<file path="src/rtl/unidade_controle_pkg.sv">
// Shared definitions for the game control unit: state codes, board timing defaults,
// and the timer width helper.
package unidade_controle_pkg;

  typedef enum logic [3:0] {
    Inicial  = 4'd0,
    Prepara  = 4'd1,
    Jogando  = 4'd2,
    Comemora = 4'd3,
    Proximo  = 4'd4,
    Carrega  = 4'd5,
    Vitoria  = 4'd6,
    Derrota  = 4'd7
  } estado_t;

  // One-second celebration at 50 MHz; no per-level time limit by default.
  localparam int unsigned PausaCiclosPadrao   = 50_000_000;
  localparam int unsigned TimeoutCiclosPadrao = 0;

  function automatic int unsigned largura_timer(input int unsigned n);
    return (n < 2) ? 1 : $clog2(n);
  endfunction

endpackage

</file>
<file path="src/rtl/temporizador_ciclos.sv">
// Saturating cycle counter with synchronous clear; fim flags count == N-1.
// With N = 0 the counter just saturates and fim never asserts.
module temporizador_ciclos
  import unidade_controle_pkg::*;
#(
  parameter int unsigned N = 2,
  localparam int unsigned W = largura_timer(N)
) (
  input  logic         clock,
  input  logic         reset,
  input  logic         zera,
  input  logic         conta,
  output logic         fim,
  output logic [W-1:0] Q
);

  localparam logic [W-1:0] Limite = (N == 0) ? {W{1'b1}} : W'(N - 1);

  always_ff @(posedge clock or negedge reset) begin
    if (!reset) begin
      Q <= '0;
    end else if (zera) begin
      Q <= '0;
    end else if (conta && (Q != Limite)) begin
      Q <= Q + W'(1);
    end
  end

  assign fim = (N != 0) && (Q == Limite);

endmodule

</file>
<file path="src/rtl/unidade_controle.sv">
// Game control FSM: sequences start, play, celebration pause, level advance,
// victory and timeout defeat. All outputs are decoded from the state register only.
module unidade_controle
  import unidade_controle_pkg::*;
#(
  parameter int unsigned PAUSA_CICLOS   = PausaCiclosPadrao,
  parameter int unsigned TIMEOUT_CICLOS = TimeoutCiclosPadrao
) (
  input  logic       clock,
  input  logic       reset,
  input  logic       iniciar,
  input  logic       nivel_concluido,
  input  logic       nivelIgualUltimoNivel,
  output logic       contaN,
  output logic       zeraN,
  output logic       zeraM,
  output logic       pronto,
  output logic       jogando,
  output logic       ganhou,
  output logic       perdeu,
  output logic [3:0] db_estado
);

  estado_t estado_q, estado_d;

  logic fim_pausa, fim_timeout;
  logic zera_pausa, conta_pausa, zera_timeout, conta_timeout;
  logic [largura_timer(PAUSA_CICLOS)-1:0]   q_pausa;
  logic [largura_timer(TIMEOUT_CICLOS)-1:0] q_timeout;

  always_ff @(posedge clock or negedge reset) begin
    if (!reset) begin
      estado_q <= Inicial;
    end else begin
      estado_q <= estado_d;
    end
  end

  always_comb begin
    estado_d = estado_q;
    case (estado_q)
      Inicial:  if (iniciar) estado_d = Prepara;
      Prepara:  estado_d = Jogando;
      Jogando: begin
        // A solved level wins over a timeout landing on the same cycle.
        if (nivel_concluido) begin
          estado_d = Comemora;
        end else if ((TIMEOUT_CICLOS != 0) && fim_timeout) begin
          estado_d = Derrota;
        end
      end
      Comemora: begin
        if (fim_pausa) estado_d = nivelIgualUltimoNivel ? Vitoria : Proximo;
      end
      Proximo:  estado_d = Carrega;
      Carrega:  estado_d = Jogando;
      Vitoria:  if (iniciar) estado_d = Prepara;
      Derrota:  if (iniciar) estado_d = Prepara;
      default:  estado_d = Inicial;
    endcase
  end

  always_comb begin
    contaN        = 1'b0;
    zeraN         = 1'b0;
    zeraM         = 1'b0;
    pronto        = 1'b0;
    jogando       = 1'b0;
    ganhou        = 1'b0;
    perdeu        = 1'b0;
    zera_timeout  = 1'b0;
    conta_timeout = 1'b0;
    conta_pausa   = 1'b0;
    case (estado_q)
      Inicial: begin
        zeraN  = 1'b1;
        zeraM  = 1'b1;
        pronto = 1'b1;
      end
      Prepara: begin
        zeraN        = 1'b1;
        zeraM        = 1'b1;
        zera_timeout = 1'b1;
      end
      Jogando: begin
        jogando       = 1'b1;
        conta_timeout = 1'b1;
      end
      Comemora: conta_pausa = 1'b1;
      Proximo: begin
        contaN = 1'b1;
        zeraM  = 1'b1;
      end
      Carrega: begin
        zeraM        = 1'b1;
        zera_timeout = 1'b1;
      end
      Vitoria: ganhou = 1'b1;
      Derrota: perdeu = 1'b1;
      default: ;
    endcase
  end

  // The pause timer restarts from zero every time COMEMORA is entered.
  assign zera_pausa = !conta_pausa;
  assign db_estado  = estado_q;

  temporizador_ciclos #(
    .N(PAUSA_CICLOS)
  ) u_pausa (
    .clock(clock),
    .reset(reset),
    .zera (zera_pausa),
    .conta(conta_pausa),
    .fim  (fim_pausa),
    .Q    (q_pausa)
  );

  temporizador_ciclos #(
    .N(TIMEOUT_CICLOS)
  ) u_timeout (
    .clock(clock),
    .reset(reset),
    .zera (zera_timeout),
    .conta(conta_timeout),
    .fim  (fim_timeout),
    .Q    (q_timeout)
  );

  logic unused_q;
  assign unused_q = ^{q_pausa, q_timeout};

endmodule

</file>
<file path="config.mk">
export PLATFORM = sky130hd
export DESIGN_NAME = unidade_controle
export DESIGN_NICKNAME = d
export VERILOG_FILES = /design/src/rtl/unidade_controle_pkg.sv /design/src/rtl/temporizador_ciclos.sv /design/src/rtl/unidade_controle.sv
export SDC_FILE = /design/constraint.sdc
export NUM_CORES = 1
export LEC_CHECK = 0
export CORE_MARGIN = 3
export CORE_UTILIZATION = 30
export CTS_CLUSTER_DIAMETER = 150
export DETAILED_ROUTE_END_ITERATION = 6
export PLACE_DENSITY = 0.54
export SYNTH_ARGS = -nofsm -noshare
export SYNTH_HDL_FRONTEND = slang
export SYNTH_SLANG_ARGS = --single-unit
export TNS_END_PERCENT = 10
</file>
<file path="constraint.sdc">
create_clock -name clock -period 5.1 [get_ports clock]
set_clock_uncertainty 0.05 [all_clocks]
set_input_delay 1.02 -clock clock [delete_from_list [all_inputs] [get_ports clock]]
set_output_delay 1.02 -clock clock [all_outputs]
set_load 0.01 [all_outputs]
</file>
* Yosys cells after proc, flatten, opt, wreduce, memory -nomap -nowiden *
Index checks and enable logic that the tools add are counted.

cells by class
  add/subtract/negate cells = 1
  eq/ne operators = 13
  mux-type cells = 15
  reductions and logical operators = 7

operators with widths
  operator                 count
  $mux W26                 2
  $add A26 B1 Y26 const B  1
  $eq A26 B26 Y1 const B   1
  $ne A26 B26 Y1 const B   1
  $pmux W4 S5              1
  $eq A4 B3 Y1 const B     4
  $mux W4                  3
  $eq A4 B2 Y1 const B     2
  $mux W1                  8
  $ne A2 B2 Y1 const B     3
  $eq A4 B1 Y1 const B     1
  $logic_not A4 Y1         1
  $reduce_or A2 Y1         2
  $reduce_or A4 Y1         1
  $reduce_and A3 Y1        1
  $reduce_or A3 Y1         1
  $mux W2                  1
  $ne A2 B1 Y1 const B     1
  $logic_and A1 B1 Y1      1

word-level totals
  register bits = 30
  input bits = 5
  output and inout bits = 11
  logic and storage cells = 38

* Depth between registers and ports, before layout *
  depth in word-level cells = 5
  depth in mapped cells = 6
  mapped depth without buffers = 6

* By module *
A second synthesis with hierarchy kept.

second synthesis, totals
  cell total of the unflattened synthesis = 189
  area, all modules = 1737.9 µm²

modules (own cells, without submodules)
  module               times used  cells an instance  area an instance (µm²)  seq. area each (µm²)
  temporizador_ciclos  1           159                1495.2                  650.6
  unidade_controle     1           30                 242.7                   75.1

* Least setup slack after synthesis *
No wires, ideal clock.

  path type = reg2out
  start = register estado_q[2], in the netlist db_estado[2]
  end = output contaN
  arrival time = 1.103 ns
  data required time = 4.030 ns
  path slack = 2.927 ns
  stages on the path, launching flop included = 4
  buffers on the path = 1
  cells stage by stage = dfrtp_1 > clkbuf_1 > inv_1 > nor3_1

between the ends
  cells in the longest elaborated chain, start to end = 2

ends and longest elaborated chain
  item                      line                    text
  start: declaration        unidade_controle.sv:24  estado_t estado_q, estado_d;
  start signal: assignment  unidade_controle.sv:33  estado_q <= Inicial;
  start signal: assignment  unidade_controle.sv:35  estado_q <= estado_d;
  $eq A4 B3 Y1              unidade_controle.sv:74  case (estado_q)
  $mux W1                   unidade_controle.sv:74
  end: declaration          unidade_controle.sv:14  output logic contaN,

No other way between the ends.

* Worst setup path after layout *
Ends and elaborated chain as after synthesis.

==> run metrics <==
worst skew pair latency=0.27 ns; Die X-Extent=between 70 and 80 um; count leader, synth=nor2_1; cell family with most CP delay=buffers and inverters; Synth cell types=33; Post-Syn Area=around 0.0016 mm^2; Avg Cell Area, Syn=between 9 and 10 um^2; dpl hpwl=2160 um; Seq/Total Area, Yosys=around 46%; classification of the worst setup path=flop to primary output; CTS clk-pin slew, worst paths=roughly 0.060 ns; R2R Path End=db_estado[1]$_DFFE_PN0P_; Root Buffer=clkbuf_8; ant diodes=0; die area=~0.0062 mm^2; YS warnings=0; Layout area overhead=17.8%; Buf/Inv on CP=2; top post-synthesis cells by area=dfrtp_1 (46%), xor2_1 (8.3%), nor2_1 (8.0%); worst rel slew slack=31.8%; # resized after CTS=0; wire per inst=~12 um; GR Overflow Total=0; Pwr per Cell Area=~320 mW/mm^2; Hold EP=u_pausa.Q[25]$_DFFE_PN0P_; predominant post-synthesis flop cell=dfrtp_1; CTS Sinks=29; post-route setup TNS=0 ns; crit-path cells=inv_1 > nor3_1 > clkdlybuf4s50_1; DRC violations left=0; Startpoint Class=flop; R2R setup slack=slightly below 3 ns; Starting Density=roughly a third; Setup WS post-layout=2.30 ns; Vias/cell=4.86; Hold Crit Class=flop to flop; clock tree from TritonCTS=built; worst hold start=u_pausa.Q[25]$_DFFE_PN0P_; EDFF count, synth=0; top-area cell type share of the netlist area=45.7%; Async SR Flop Fraction=100%; r2r startpoint=db_estado[2]$_DFFE_PN0P_; CP Capture Type=primary output; post-place setup slack=2.58 ns; Post-synth top cells=nor2_1 (34), dfrtp_1 (29), nand3_1 (17); WP data required=4.03 ns; fin util=a little under two fifths; Worst path slowest cell=clkdlybuf4s50_1; Period minus WS final=roughly 2.8 ns; Post-Synthesis Cells=around 170; nets=between 150 and 200; Slew @ Worst Pin=a little over 1 ns; CP Max Fanout=11; H-tree levels=2; Worst path max stage delay=approximately 0.56 ns; WL final=between 3000 and 4000 um; hold path depth=2; Leak Pwr=around 0.00085 uW; clock buffer depth=2; syn nets=180; vias in the first global route=approximately 1,200; DR iter-0 viols=82; vias after detailed routing=roughly 1,200; final setup fails=0; gpl congestion=a little under 0.8; core region area=about 0.0049 mm^2; layout cell share with drive strength beyond 1=under 10%; initial antenna violation count=0; worst hold slack=0.500 ns; Max VDD drop=about 120 uV; max cap viols=0; power consumption=between 500 and 600 uW; Max Clk Rate=between 0.3 and 0.4 GHz; worst reg-to-reg path cell count=3; final hold violation count=0; largest net degree at the start of global routing=30; Pre-Repair DR Iteration Count=4; row cnt=25; Synth Register Bits=29; CTS buffer count=5; Tcrit/Tclk final=54.8%; Die Y=between 70 and 80 um; GRT Util Overall=around 11%; post-route ant nets=0; status=finished, final reports clean; top cell type by total area after synthesis=dfrtp_1; Arrival @ worst endpoint=1.73 ns; Post CTS Setup Buffer Count=0; RSZ-0062 raised after global routing=no; hold_buf cts=0; first-pass GRT wire length=between 5000 and 6000 um; IO Port Bufs=14; Slew Limit Fails=0; # IOs=16
sequential cells by signal (all words and copies together), names as in the netlist:
register and flops:
db_estado 3, u_pausa.Q 26
per-stage QoR:
stage / cell area [um^2] / cells
floorplan: 1590 / 174
global placement: 1780 / 248
detailed placement: 1780 / 248
CTS: 1870 / 255
global route: 1870 / 255
finish: 1870 / 255
cell families (layout without fill, tap and decap cells):
group	Yosys count	in the layout	synth area share, %
simple gates	87	87	29.5
flops	29	29	45.7
xor+xnor	23	23	12.7
compound gates	18	18	7.18
buf+inv	15	29	3.86
fa+ha+maj	1	1	0.789
other cells	1	1	0.236
power by group:
group | internal (uW) | total [uW] | switching, uW
clock | 107 | 188 | 81.5
sequential | 260 | 303 | 42.6
combinational | 50.2 | 99.6 | 49.4
total | 417 | 591 | 174
worst reg2reg max path, stage by stage (launching register included):
cell     delay (ns)
dfrtp_1        0.48
inv_1          0.18
nand3_1        0.73
o31a_1         0.56
cells in the final DEF, fill, tap and decap left out, types with 2 or more instances in the layout:
| master | synthesis | routed |
|---|---|---|
| and3_1 | 3 | 3 |
| o31a_1 | 2 | 2 |
| a31o_2 | 2 | 2 |
| a31oi_1 | 2 | 2 |
| nand4_1 | 4 | 4 |
| clkdlybuf4s50_1 | 0 | 14 |
| inv_1 | 7 | 7 |
| o21ai_0 | 3 | 3 |
| nand2_1 | 12 | 12 |
| dfrtp_1 | 29 | 29 |
| clkbuf_8 | 0 | 6 |
| xor2_1 | 15 | 15 |
| nor2_1 | 34 | 34 |
| nor3_1 | 7 | 7 |
| nand3_1 | 17 | 17 |
| a21oi_1 | 6 | 6 |
| xnor2_1 | 8 | 8 |
layout make-up:
| type | count | area, um^2 |
|---|---|---|
| multi-input cells | 130 | 800 |
| flip-flops and latches | 29 | 726 |
| fillers | 511 | 3040 |
| inverters | 7 | 26.3 |
| repair buffers | 15 | 148 |
| well taps | 67 | 83.8 |
| clock buffers | 7 | 86.3 |
layer usage:
metal | part of all wire [%] | GRT usage (%) | up-vias
met5 | 0 | 0 | -
met4 | 1.8 | 5.77 | 0
met3 | 3.5 | 2.38 | 5
met2 | 44 | 16.6 | 27
met1 | 51 | 16.2 | 593
li1 | - | - | 614
how the worst max path moves through the flow:
stage	from	endpoint	slack, ns	cells after the start
after floorplan	db_estado[2]$_DFFE_PN0P_	contaN	2.93	3
after global placement	db_estado[2]$_DFFE_PN0P_	ganhou	2.59	3
after detailed placement	db_estado[2]$_DFFE_PN0P_	contaN	2.58	3
after CTS	db_estado[2]$_DFFE_PN0P_	contaN	2.28	3
after global routing	db_estado[2]$_DFFE_PN0P_	contaN	2.14	3
final	db_estado[2]$_DFFE_PN0P_	contaN	2.30	3
(Power assumes the default switching activity.)
